--- src/rtl/flit_serializer_pipe_if.sv ---
// Handshake bundle for flit_serializer_pipe: wide input flit side and narrow output flit side.
// The slave modport is the serializer's view; the master modport is the surrounding fabric's view.
interface flit_serializer_pipe_if #(
  parameter int IN_DATA_WIDTH  = 512,
  parameter int OUT_DATA_WIDTH = 64,
  parameter int DEST_BITS      = 4,
  parameter int VC_BITS        = 1
);
  localparam int META_W = 2 + DEST_BITS + VC_BITS;
  localparam int LEN    = (IN_DATA_WIDTH + OUT_DATA_WIDTH - 1) / OUT_DATA_WIDTH;
  localparam int CNT_W  = $clog2(LEN + 1);

  logic [META_W+IN_DATA_WIDTH-1:0]  in_flit;
  logic [CNT_W-1:0]                 in_nbeats;
  logic                             in_flit_valid;
  logic                             in_flit_ready;
  logic [META_W+OUT_DATA_WIDTH-1:0] out_flit;
  logic                             out_flit_valid;
  logic                             out_flit_ready;

  modport master (
    output in_flit, in_nbeats, in_flit_valid, out_flit_ready,
    input  in_flit_ready, out_flit, out_flit_valid
  );

  modport slave (
    input  in_flit, in_nbeats, in_flit_valid, out_flit_ready,
    output in_flit_ready, out_flit, out_flit_valid
  );
endinterface

--- src/rtl/flit_serializer_pipe.sv ---
// Serializes one wide NoC flit into up to LEN narrow flits, reloading on the last beat with no bubble.
// Optional macro FLITSER_STATS_EN adds stat_in_flits / stat_out_beats fire counters.
module flit_serializer_pipe #(
  parameter int IN_DATA_WIDTH  = 512,
  parameter int OUT_DATA_WIDTH = 64,
  parameter int DEST_BITS      = 4,
  parameter int VC_BITS        = 1
) (
  input  logic                  CLK,
  input  logic                  RST_N,
  flit_serializer_pipe_if.slave bus
`ifdef FLITSER_STATS_EN
  ,
  output logic [31:0]           stat_in_flits,
  output logic [31:0]           stat_out_beats
`endif
);

  localparam int META_W = 2 + DEST_BITS + VC_BITS;
  localparam int LEN    = (IN_DATA_WIDTH + OUT_DATA_WIDTH - 1) / OUT_DATA_WIDTH;
  localparam int CNT_W  = $clog2(LEN + 1);
  localparam int IDX_W  = (LEN > 1) ? $clog2(LEN) : 1;
  localparam int PAD_W  = LEN * OUT_DATA_WIDTH;

  localparam logic [CNT_W-1:0] LEN_C = CNT_W'(LEN);

  typedef enum logic [0:0] {
    ST_IDLE,
    ST_SEND
  } state_e;

  typedef logic [LEN-1:0][OUT_DATA_WIDTH-1:0] lanes_t;

  state_e                  state_q,  state_d;
  logic   [CNT_W-1:0]      cnt_q,    cnt_d;
  logic   [CNT_W-1:0]      nbeats_q, nbeats_d;
  logic   [META_W-1:0]     meta_q,   meta_d;
  lanes_t                  data_q,   data_d;

  logic                    in_ready;
  logic                    out_valid;
  logic [META_W+OUT_DATA_WIDTH-1:0] out_flit;
  logic                    in_fire;
  logic                    out_fire;
  logic                    last_beat;
  logic [CNT_W-1:0]        nbeats_clamped;
  logic [META_W-1:0]       in_meta;
  logic [PAD_W-1:0]        in_data_padded;
  logic [OUT_DATA_WIDTH-1:0] beat_data;

  // Payload is zero-extended so lanes above IN_DATA_WIDTH emit zeros.
  assign in_meta        = bus.in_flit[META_W+IN_DATA_WIDTH-1 -: META_W];
  assign in_data_padded = PAD_W'(bus.in_flit[IN_DATA_WIDTH-1:0]);

  assign nbeats_clamped = (bus.in_nbeats == '0 || bus.in_nbeats > LEN_C) ? LEN_C : bus.in_nbeats;

  assign last_beat = (cnt_q == nbeats_q - CNT_W'(1));
  assign beat_data = data_q[cnt_q[IDX_W-1:0]];

  // NOTE: every output of a combinational block gets a default first, so no path can infer a latch.
  always_comb begin
    in_ready  = 1'b0;
    out_valid = 1'b0;
    out_flit  = '0;
    case (state_q)
      ST_IDLE: begin
        in_ready = 1'b1;
      end
      ST_SEND: begin
        out_valid = 1'b1;
        // A new flit may enter only as the final beat actually leaves.
        in_ready  = last_beat && bus.out_flit_ready;
        out_flit  = {meta_q[META_W-1],
                     meta_q[META_W-2] & last_beat,
                     meta_q[META_W-3:0],
                     beat_data};
      end
      default: begin
        in_ready = 1'b0;
      end
    endcase
  end

  assign in_fire  = bus.in_flit_valid && in_ready;
  assign out_fire = out_valid && bus.out_flit_ready;

  assign bus.in_flit_ready  = in_ready;
  assign bus.out_flit_valid = out_valid;
  assign bus.out_flit       = out_flit;

  always_comb begin
    state_d  = state_q;
    cnt_d    = cnt_q;
    nbeats_d = nbeats_q;
    meta_d   = meta_q;
    data_d   = data_q;

    case (state_q)
      ST_IDLE: begin
        cnt_d = '0;
      end
      ST_SEND: begin
        if (out_fire) begin
          if (last_beat) begin
            state_d = ST_IDLE;
            cnt_d   = '0;
          end else begin
            cnt_d = cnt_q + CNT_W'(1);
          end
        end
      end
      default: begin
        state_d = ST_IDLE;
      end
    endcase

    // Loading overrides the return to idle, giving back-to-back flits with no gap.
    if (in_fire) begin
      state_d  = ST_SEND;
      cnt_d    = '0;
      nbeats_d = nbeats_clamped;
      meta_d   = in_meta;
      data_d   = lanes_t'(in_data_padded);
    end
  end

  // NOTE: sequential state uses non-blocking assignments so all registers update together at the edge.
  // NOTE: the payload registers are reset too, so out_flit is fully defined from the first cycle.
  always_ff @(posedge CLK) begin
    if (!RST_N) begin
      state_q  <= ST_IDLE;
      cnt_q    <= '0;
      nbeats_q <= '0;
      meta_q   <= '0;
      data_q   <= '0;
    end else begin
      state_q  <= state_d;
      cnt_q    <= cnt_d;
      nbeats_q <= nbeats_d;
      meta_q   <= meta_d;
      data_q   <= data_d;
    end
  end

`ifdef FLITSER_STATS_EN
  logic [31:0] stat_in_q;
  logic [31:0] stat_out_q;

  // Free-running counters; wrap naturally modulo 2^32.
  always_ff @(posedge CLK) begin
    if (!RST_N) begin
      stat_in_q  <= '0;
      stat_out_q <= '0;
    end else begin
      if (in_fire) begin
        stat_in_q <= stat_in_q + 32'd1;
      end
      if (out_fire) begin
        stat_out_q <= stat_out_q + 32'd1;
      end
    end
  end

  assign stat_in_flits  = stat_in_q;
  assign stat_out_beats = stat_out_q;
`endif

endmodule
--- src/flat_wrapper.sv ---
// flat-port wrapper written by rule: the top's interface ports become plain ports
module flit_serializer_pipe_flat 
#(
  parameter int IN_DATA_WIDTH  = 512,
  parameter int OUT_DATA_WIDTH = 64,
  parameter int DEST_BITS      = 4,
  parameter int VC_BITS        = 1
)
  (CLK, RST_N, bus_in_flit, bus_in_nbeats, bus_in_flit_valid, bus_out_flit_ready, bus_in_flit_ready, bus_out_flit, bus_out_flit_valid);
  flit_serializer_pipe_if #(.IN_DATA_WIDTH(IN_DATA_WIDTH), .OUT_DATA_WIDTH(OUT_DATA_WIDTH), .DEST_BITS(DEST_BITS), .VC_BITS(VC_BITS)) bus_i ();
  input  logic CLK;
  input  logic RST_N;
  input wire logic [$bits(bus_i.in_flit)-1:0] bus_in_flit;
  input wire logic [$bits(bus_i.in_nbeats)-1:0] bus_in_nbeats;
  input wire logic [$bits(bus_i.in_flit_valid)-1:0] bus_in_flit_valid;
  input wire logic [$bits(bus_i.out_flit_ready)-1:0] bus_out_flit_ready;
  output wire logic [$bits(bus_i.in_flit_ready)-1:0] bus_in_flit_ready;
  output wire logic [$bits(bus_i.out_flit)-1:0] bus_out_flit;
  output wire logic [$bits(bus_i.out_flit_valid)-1:0] bus_out_flit_valid;
  assign bus_i.in_flit = bus_in_flit;
  assign bus_i.in_nbeats = bus_in_nbeats;
  assign bus_i.in_flit_valid = bus_in_flit_valid;
  assign bus_i.out_flit_ready = bus_out_flit_ready;
  assign bus_in_flit_ready = bus_i.in_flit_ready;
  assign bus_out_flit = bus_i.out_flit;
  assign bus_out_flit_valid = bus_i.out_flit_valid;
  flit_serializer_pipe #(.IN_DATA_WIDTH(IN_DATA_WIDTH), .OUT_DATA_WIDTH(OUT_DATA_WIDTH), .DEST_BITS(DEST_BITS), .VC_BITS(VC_BITS)) u_core (.CLK(CLK), .RST_N(RST_N), .bus(bus_i));
endmodule
--- config.mk ---
export PLATFORM = sky130hd
export DESIGN_NAME = flit_serializer_pipe_flat
export DESIGN_NICKNAME = d
export VERILOG_FILES = /design/src/rtl/flit_serializer_pipe_if.sv /design/src/rtl/flit_serializer_pipe.sv /design/src/flat_wrapper.sv
export SDC_FILE = /design/constraint.sdc
export NUM_CORES = 1
export LEC_CHECK = 0
export CORE_AREA = 2 2 234 236
export CTS_BUF_LIST = sky130_fd_sc_hd__clkbuf_4
export DETAILED_ROUTE_END_ITERATION = 7
export DIE_AREA = 0 0 236 238
export GPL_ROUTABILITY_DRIVEN = 0
export MAX_ROUTING_LAYER = met4
export PLACE_DENSITY = 0.72
export SETUP_SLACK_MARGIN = 0.4
export SYNTH_ARGS = -nofsm -noshare
export SYNTH_HDL_FRONTEND = slang
export SYNTH_SLANG_ARGS = --single-unit
--- constraint.sdc ---
create_clock -name CLK -period 5.8 [get_ports CLK]
set_input_delay 0.87 -clock CLK [delete_from_list [all_inputs] [get_ports CLK]]
set_output_delay 0.87 -clock CLK [all_outputs]
set_load 0.02 [all_outputs]
==> results of run 1 <==
worst max-delay path by stage:
stage	from	end	slack (ps)	cells past startpoint
2_1_floorplan	u_core.cnt_q[0]	bus_out_flit[10]	3090	5
6_report	u_core.cnt_q[0]	bus_in_flit_ready	1050	5
3_5_place_dp	u_core.cnt_q[0]	u_core.data_q[61]	1900	7
4_1_cts	u_core.cnt_q[0]	bus_out_flit[15]	900	5
3_3_place_gp	u_core.cnt_q[0]	bus_out_flit[17]	2030	5
5_1_grt	u_core.cnt_q[0]	bus_in_flit_ready	650	5
worst max-delay path: cells and delay by family, from the launching register on:
kind                      cells  cell delay [ps]
buffers and inverters         2             1110
DFF                           1              990
and+or+nand+nor               1              150
xor gates and xnor gates      1              200
AOI/OAI and AO/OA             1              400
cell usage after synthesis (all sizes together):
cell type	count	area (sq um)
xnor2	4	35.0
nand4	1	6.26
and3	3	18.8
ha	2	25.0
o32ai	1	16.3
clkbuf	195	757
nor2	65	244
o211ai	1	7.51
a21oi	2	10.0
nand4b	3	26.3
nor4	1	6.26
o22ai	1	6.26
nand2	527	1980
inv	6	22.5
dfxtp	528	10600
and2	6	37.5
o21ai	524	2620
mux2i	65	651
buf	85	484
xor2	2	17.5
xnor3	1	22.5
a21boi	1	7.51
nand3	523	2620
o211a	1	10.0
o31ai	2	15.0
mux4	128	2880
nor3	2	10.0
metrics by stage:
step / cell area, sq um / instances / utilization (%)
floorplan: 23100 / 2680 / -
global placement: 29100 / 3725 / 54.4
detailed placement: 29100 / 3725 / 54.4
CTS: 30800 / 3948 / 57.5
global route: 30900 / 3979 / 57.7
finish: 30900 / 3980 / 57.7
logic make-up after synthesis:
family	count (synthesis)	share of synthesized area [%]
AO/OA/AOI/OAI	533	11.7
XOR/XNOR	7	0.325
adder cells (fa/ha/maj)	2	0.108
buffers and inverters	286	5.47
flip-flops	528	45.7
multiplexers	193	15.3
AND/OR/NAND/NOR	1131	21.4
registers in the layout, indices dropped and copies added (netlist names):
name             cells
u_core.data_q      512
u_core.meta_q        7
u_core.cnt_q         4
u_core.nbeats_q      4
u_core.state_q       1
power breakdown:
group          switching (mW)  total (mW)  internal [mW]  leakage (nW)
Sequential              0.131        3.98           3.85          4.34
Clock                    1.53        3.23           1.70          1.01
Combinational           0.514        1.09          0.577          5.23
metal layers:
layer | GRT usage [%] | wire [um]
met5 | - | 0
met4 | 10.9 | 2170
met3 | 8.99 | 6500
met2 | 42.5 | 36200
met1 | 29.9 | 28700
final cells by class:
type	count	area, sq um
clock inverters	16	118
repair buffers	629	6350
well taps	696	871
diodes	32	80.1
clock buffers	207	1550
fillers	4658	22600
flip-flops and latches	528	10600
multi-input cells	1866	11300
inverters	6	22.5
==> reports/qor.yml, run 1 <==
grt_pass1_wl_um: 113000
antenna_found_initial: 29
cts_root_buffer: "clkbuf_4"
p_total_mw: 8.30
r2r_slack_ps: 1880
die_height_um: 238
cp_max_fo: 44
p_per_area_mw_per_mm2: 269
cpPeakStageDelay_ps: 990
grt_pass1_vias: 20855
via_per_inst: 5.41
ios: 600
die_w_um: 236
worstMarginPinSlew_ps: 1110
dieArea_sq_mm: 0.0562
grt-ovfl-total: 0
cts_setup_buffers: 0
crit_type: "reg -> out"
critPathLaunchType: "flip-flop"
ys_seq_elements: 528
port_buffers: 599
slew_headroom_pct: 26.1
numCtsBuffers: 142
dp_hpwl_um: 50300
slew_viol_final: 0
holdPathStages: 3
slowest_stage: "dfxtp_4"
synth_seq_area_share_pct: 45.7
fin_setup_tns_ps: 0
grt_util_all_layers_pct: 26.3
layout-drive-gt1-share_pct: 11.6
std_cell_rows: 85
cts.sinks: 528
vdd_drop_max_v: 0.000219
period_share_pct: 81.9
r2r_end: "u_core.data_q[449]"
cts_resized: 0
fin_crit_ps: 4750
synth_fp_nets: 3209
p_leak_nw: 10.6
cts_tree: "yes"
worstHoldStart: "bus_in_flit[235]"
ant_nets: 0
start_util_pct: 43.2
max-clock-path-buffers: 3
final_cell_mix: "clkdlybuf4s50_1, nand2_1, dfxtp_1, nand3_1, o21ai_0"
worst_r2r_path_depth: 7
clock_latency_ps: 1000
drc: 0
crit_required_ps: 4930
post_drt_wl_per_cell_um: 18.5
rsz0062_at_grt: "no"
synth_area_sq_mm: 0.0231
core_area_sq_mm: 0.0535
status: "finished, final reports clean"
ys_warn_count: 0
vias: 21519
hold_path_end: "u_core.data_q[235]"
worst_slack_ps: 1050
crit_path_cell_trace: "buf_4 -> xor2_1 -> nand3_1 -> o31ai_1 -> clkdlybuf4s50_1"
fin_nets: 3702
final_common_cell: "clkdlybuf4s50_1"
drtIter0Drc: 1659
r2r_start: "u_core.cnt_q[0]"
htree_num_levels: 4
hold_viol: 0
setup_viol: 0
hp-class: "in -> reg"
cts.clk_slew.worst_paths_ps: 60
netlist_instances: 2680
synth.distinct_cells: 32
wl_um: 73600
firstDrtPassIters: 6
syn2layout_area_growth_pct: 33.6
drv_cap: 0
grt_max_degree: 255
worst_clock_skew_ps: 47.4
place_ws_ps: 1900
hold_buffers: 0
crit_path_end_kind: "output port"
max_freq_ghz: 0.210
arrival_ps: 3880
avgSynthCellArea_sq_um: 8.62
whs_ps: 429
Power figures use the tool's default switching activity.
==> run 2: changes to the inputs <==
--- a/config.mk
+++ b/config.mk
@@ -11,7 +11,7 @@
 export DIE_AREA = 0 0 236 238
 export GPL_ROUTABILITY_DRIVEN = 0
 export MAX_ROUTING_LAYER = met4
-export PLACE_DENSITY = 0.72
+export PLACE_DENSITY = 0.75
 export SETUP_SLACK_MARGIN = 0.4
 export SYNTH_ARGS = -nofsm -noshare
 export SYNTH_HDL_FRONTEND = slang
==> constraint.sdc (replaced) <==
create_clock -name CLK -period 3.93 [get_ports CLK]
set_input_delay 0.5895 -clock CLK [delete_from_list [all_inputs] [get_ports CLK]]
set_output_delay 0.5895 -clock CLK [all_outputs]
set_load 0.02 [all_outputs]
==> reports/qor.yml, run 2 (synthesis gave the netlist of run 1 again) <==
status: "finished, final reports clean"  # unchanged
start_util_pct: 43.2  # unchanged
grt_pass1_wl_um: 116000  # was 113000 um
hold_viol: 0  # unchanged
rsz0062_at_grt: "yes"  # was no
slew_viol_final: 0  # unchanged
worst_r2r_path_depth: 8  # was 7
grt_max_degree: 163  # was 255
drtIter0Drc: 1857  # was 1659
p_total_mw: 12.5  # was 8.30 mW
switchingPower_mw: 3.25  # was 2.18 mW
die_w_um: 236  # unchanged
htree_num_levels: 4  # unchanged
clock_latency_ps: 980  # was 1000 ps
wl_um: 75200  # was 73600 um
dieArea_sq_mm: 0.0562  # unchanged
n_fill_cell: 4591  # was 4658
fin_crit_ps: 3520
post_drt_wl_per_cell_um: 18.6  # was 18.5 um
cp_max_fo: 7  # was 44
period_share_pct: 89.5
dp_hpwl_um: 51700  # was 50300 um
grt_pass1_vias: 21610  # was 20855
slew_headroom_pct: 45.0  # was 26.1%
drv_cap: 0  # unchanged
worstMarginPinSlew_ps: 824  # was 1110 ps
final_cell_mix: "clkdlybuf4s50_1, nand2_1, dfxtp_1, nand3_1, o21ai_0"  # unchanged
core_area_sq_mm: 0.0535  # unchanged
crit_path_end_kind: "output port"  # unchanged
r2r_slack_ps: 1160  # was 1880 ps
hp-class: "in -> reg"  # unchanged
firstDrtPassIters: 6  # unchanged
cts.clk_slew.worst_paths_ps: 70  # was 60 ps
numCtsBuffers: 141  # was 142
p_per_area_mw_per_mm2: 396  # was 269 mW/mm^2
die_height_um: 238  # unchanged
holdPathStages: 3  # unchanged
ios: 600  # unchanged
port_buffers: 599  # unchanged
p_comb_share_pct: 13.6  # was 13.2%
setup_viol: 0  # unchanged
stdcell_count: 4042  # was 3980
largest_register_ffs: 512  # unchanged
cp-endpoint: "bus_out_flit[63]"  # was bus_in_flit_ready
fin_setup_tns_ps: 0  # unchanged
crit_path_start: "u_core.cnt_q[0]"  # unchanged
cts_tree: "yes"  # unchanged
largest_register: "u_core.data_q"  # unchanged
r2r_end: "u_core.data_q[416]"  # was u_core.data_q[449]
vdd_drop_max_v: 0.000205  # was 0.000219 V
cts.sinks: 528  # unchanged
syn2layout_area_growth_pct: 36.3  # was 33.6%
drc: 0  # unchanged
ant_nets: 0  # unchanged
p_leak_nw: 11.2  # was 10.6 nW
std_cell_rows: 85  # unchanged
cts_root_buffer: "clkbuf_4"  # unchanged
critPathLaunchType: "flip-flop"  # unchanged
via_per_inst: 5.46  # was 5.41
arrival_ps: 2930  # was 3880 ps
worst_clock_skew_ps: 38.6  # was 47.4 ps
fin_nets: 3751  # was 3702
layout-drive-gt1-share_pct: 15.0  # was 11.6%
max_freq_ghz: 0.284
crit_type: "reg -> out"  # unchanged
hold_buffers: 0  # unchanged
final_common_cell: "clkdlybuf4s50_1"  # unchanged
vias: 22085  # was 21519
dp_cells: 3755  # was 3725
p_sw_share_pct: 26.1  # was 26.2%
p_seq_share_pct: 47.1  # was 48.0%
clkPwrFrac_pct: 39.3  # was 38.9%
max-clock-path-buffers: 3  # unchanged
grt-ovfl-total: 0  # unchanged
crit_required_ps: 3340  # was 4930 ps
r2r_start: "u_core.nbeats_q[0]"  # was u_core.cnt_q[0]
grt_util_all_layers_pct: 26.9  # was 26.3%
antenna_found_initial: 22  # was 29
p_int_mw: 9.21  # was 6.12 mW
largestRegisters: "u_core.data_q: 512 flops, u_core.meta_q: 7 flops"  # unchanged
[run 2: layer usage]
layer	up-vias	track usage [%]	wire length [um]
met2	962	42.9	36600
li1	10590	-	-
met3	164	8.28	6890
met1	10369	30.6	28800
met4	0	13.7	2940
met5	-	-	0
[run 2: repair_timing]
| action | CTS | global route |
|---|---|---|
| hold endpoints to repair | 0 | 0 |
| gates cloned | 2 | 3 |
| endpoints found under the setup margin | 66 | 38 |
| setup buffers | 12 | 3 |
| gates resized for setup | 187 | 48 |
[run 2: worst max-delay path, cell delays in order (launching register included)]
cell and delay (ps):
dfxtp_4 420, buf_4 140, buf_4 140, mux4_2 510, mux2i_2 310, nor2_1 90
dlygate4sd2_1 360
[run 2: layout make-up]
type	count	area, sq um	area share (%)
clock inverters	19	129	0.409
well taps	696	871	2.76
flip-flops and latches	528	10600	33.6
diodes	29	72.6	0.230
repair buffers	679	6870	21.8
multi-input cells	1866	11300	35.9
clock buffers	219	1640	5.22
inverters	6	22.5	0.0715
[run 2: worst min-delay path by stage]
stage / start / to / slack [ps]
floorplan: u_core.data_q[397] / u_core.data_q[397] / 430
global placement: u_core.data_q[331] / u_core.data_q[331] / 430
detailed placement: u_core.data_q[243] / u_core.data_q[243] / 440
CTS: bus_in_flit[235] / u_core.data_q[235] / 60
global route: bus_in_flit[235] / u_core.data_q[235] / 30
finish: RST_N / u_core.data_q[131] / 140
[run 2: power groups by stage]
stage                     Clock (mW)  Combinational (mW)  Sequential (mW)
after global routing            5.34                1.85             5.89
after CTS                       5.02                1.69             5.86
after detailed placement           0                1.67             5.98
final                           4.90                1.70             5.87
after floorplan                    0               0.871             5.91
after global placement             0                1.64             5.96
[run 2: stage by stage]
step / hold WS [ps] / worst slack, ps / utilization (%) / area, sq um
2_1_floorplan: 425 / 1500 / - / 23100
3_3_place_gp: 432 / 874 / 55.1 / 29500
3_5_place_dp: 440 / 877 / 55.1 / 29500
4_1_cts: 61.0 / 246 / 58.7 / 31400
5_1_grt: 31.2 / 210 / 58.9 / 31500
6_report: 135 / 412 / 58.9 / 31500
==> run 3: changes to the inputs <==
--- a/config.mk
+++ b/config.mk
@@ -5,13 +5,13 @@
 export SDC_FILE = /design/constraint.sdc
 export NUM_CORES = 1
 export LEC_CHECK = 0
-export CORE_AREA = 2 2 234 236
+export CORE_AREA = 2 2 236 238
 export CTS_BUF_LIST = sky130_fd_sc_hd__clkbuf_4
 export DETAILED_ROUTE_END_ITERATION = 7
-export DIE_AREA = 0 0 236 238
+export DIE_AREA = 0 0 238 240
 export GPL_ROUTABILITY_DRIVEN = 0
 export MAX_ROUTING_LAYER = met4
-export PLACE_DENSITY = 0.75
+export PLACE_DENSITY = 0.71
 export SETUP_SLACK_MARGIN = 0.4
 export SYNTH_ARGS = -nofsm -noshare
 export SYNTH_HDL_FRONTEND = slang
==> constraint.sdc (replaced) <==
create_clock -name CLK -period 3.9 [get_ports CLK]
set_input_delay 0.585 -clock CLK [delete_from_list [all_inputs] [get_ports CLK]]
set_output_delay 0.585 -clock CLK [all_outputs]
set_load 0.02 [all_outputs]
==> reports/qor.yml, run 3 (synthesis gave the netlist of run 1 again) <==
place_ws_ps: 848  # was 877 ps
drtIter0Drc: 1683  # was 1857
crit_type: "reg -> out"  # unchanged
dp_cells: 3748  # was 3755
cp_max_fo: 15  # was 7
std_cell_rows: 86  # was 85
final_cell_mix: "clkdlybuf4s50_1, nand2_1, dfxtp_1, nand3_1, o21ai_0"  # unchanged
r2r_start: "u_core.cnt_q[0]"  # was u_core.nbeats_q[0]
die_w_um: 238  # was 236 um
dp_hpwl_um: 50400  # was 51700 um
period_share_pct: 87.5
grt_max_degree: 153  # was 163
fin_crit_ps: 3410
cts_root_buffer: "clkbuf_4"  # unchanged
max_freq_ghz: 0.293
stdcell_count: 4051  # was 4042
worst_slack_ps: 486  # was 412 ps
wl_met1_um: 29800  # was 28800 um
firstDrtPassIters: 6  # unchanged
worstMarginPinSlew_ps: 815  # was 824 ps
ios: 600  # unchanged
p_per_area_mw_per_mm2: 398  # was 396 mW/mm^2
port_buffers: 599  # unchanged
cts.clk_slew.worst_paths_ps: 60  # was 70 ps
crit_required_ps: 3310  # was 3340 ps
met2_length_um: 37000  # was 36600 um
vdd_drop_max_v: 0.000260  # was 0.000205 V
dieArea_sq_mm: 0.0571  # was 0.0562 sq mm
crit_path_start: "u_core.cnt_q[0]"  # unchanged
worstHoldStart: "bus_in_flit[362]"  # was RST_N
die_height_um: 240  # was 238 um
grt_pass1_wl_um: 113000  # was 116000 um
htree_num_levels: 4  # unchanged
drc: 0  # unchanged
fin_setup_tns_ps: 0  # unchanged
status: "finished, final reports clean"  # unchanged
grt_pass1_vias: 21065  # was 21610
hold_viol: 0  # unchanged
core_area_sq_mm: 0.0547  # was 0.0535 sq mm
hold_buffers: 0  # unchanged
grt_util_all_layers_pct: 26.3  # was 26.9%
vias: 21983  # was 22085
met3_length_um: 6220  # was 6890 um
slew_viol_final: 0  # unchanged
largest_register: "u_core.data_q"  # unchanged
hp-class: "in -> reg"  # unchanged
layout-drive-gt1-share_pct: 14.7  # was 15.0%
crit_path_end_kind: "output port"  # unchanged
critPathLaunchType: "flip-flop"  # unchanged
cts_tree: "yes"  # unchanged
wl_um: 75300  # was 75200 um
largestRegisters: "u_core.data_q: 512 flops, u_core.meta_q: 7 flops"  # unchanged
rsz0062_at_grt: "yes"  # unchanged
via_per_inst: 5.43  # was 5.46
worst_clock_skew_ps: 66.6  # was 38.6 ps
antenna_found_initial: 24  # was 22
slew_headroom_pct: 45.6  # was 45.0%
p_leak_nw: 11.2  # about the same
largest_register_ffs: 512  # unchanged
numCtsBuffers: 141  # unchanged
final_common_cell: "clkdlybuf4s50_1"  # unchanged
start_util_pct: 42.3  # was 43.2%
post_drt_wl_per_cell_um: 18.6  # about the same
top_layer_used: "met4"  # unchanged
ant_nets: 0  # unchanged
cts.sinks: 528  # unchanged
setup_viol: 0  # unchanged
clock_latency_ps: 970  # was 980 ps
fin_nets: 3753  # was 3751
arrival_ps: 2830  # was 2930 ps
drv_cap: 0  # unchanged
syn2layout_area_growth_pct: 37.1  # was 36.3%
max-clock-path-buffers: 3  # unchanged
grt-ovfl-total: 0  # unchanged
run 3: cell types whose count changed in the layout (fill, tap and decap cells not counted), sizes merged:
cell           before  now
clkbuf            234  210
dlygate4sd2        10   21
clkinv             13   23
buf               115  106
clkdlybuf4s15       5   14
bufinv              2    4
clkinvlp            1    3
bufbuf              0    1
clkdlybuf4s50     533  532
dlymetal6s2s        1    0
inv                 9   10
run 3: where the power goes:
group,switching [mW],internal (mW)
Combinational,0.815,0.912
Clock,2.32,2.65
Sequential,0.185,5.72
run 3: layer usage:
layer	vias to the layer above	track usage, %
li1	10592	-
met1	10365	30.2
met2	884	42.9
met3	142	7.80
met4	0	10.9
met5	-	-
run 3: final timing paths:
kind,end,slack [ps],cells after the start
hold / removal,u_core.data_q[362],170,3
setup reg to reg,u_core.data_q[275],1080,10
hold reg to reg,u_core.data_q[226],450,2
setup / recovery,bus_out_flit[63],490,7
run 3: critical path, stage by stage, from the launching register on:
cell             delay, ps
dfxtp_4                390
buf_4                  130
buf_12                  90
buf_16                 160
mux4_2                 530
mux2i_1                180
nor2_1                  90
clkdlybuf4s15_1        340
run 3: layout make-up:
class | instances | area (sq um)
fillers | 4775 | 23000
multi-input cells | 1866 | 11300
flip-flops and latches | 528 | 10600
repair buffers | 681 | 6980
clock buffers | 203 | 1520
well taps | 704 | 881
clock inverters | 34 | 267
diodes | 29 | 72.6
inverters | 6 | 25.0
run 3: repair_timing:
item / in CTS / in global routing
buffers inserted: 19 / 10
gates cloned: 8 / 0
pin swaps: 1 / 0
gates resized for setup: 193 / 23
endpoints found under the hold margin: 0 / 0
endpoints found under the setup margin: 66 / 29
run 3: stage by stage:
step	hold WS (ps)	cell area [sq um]	power, mW	utilization [%]
floorplan	425	23100	6.83	-
global placement	433	29400	7.65	53.7
detailed placement	438	29400	7.69	53.7
CTS	11.7	31500	12.7	57.7
global route	81.5	31700	13.2	57.9
finish	169	31700	12.6	57.9
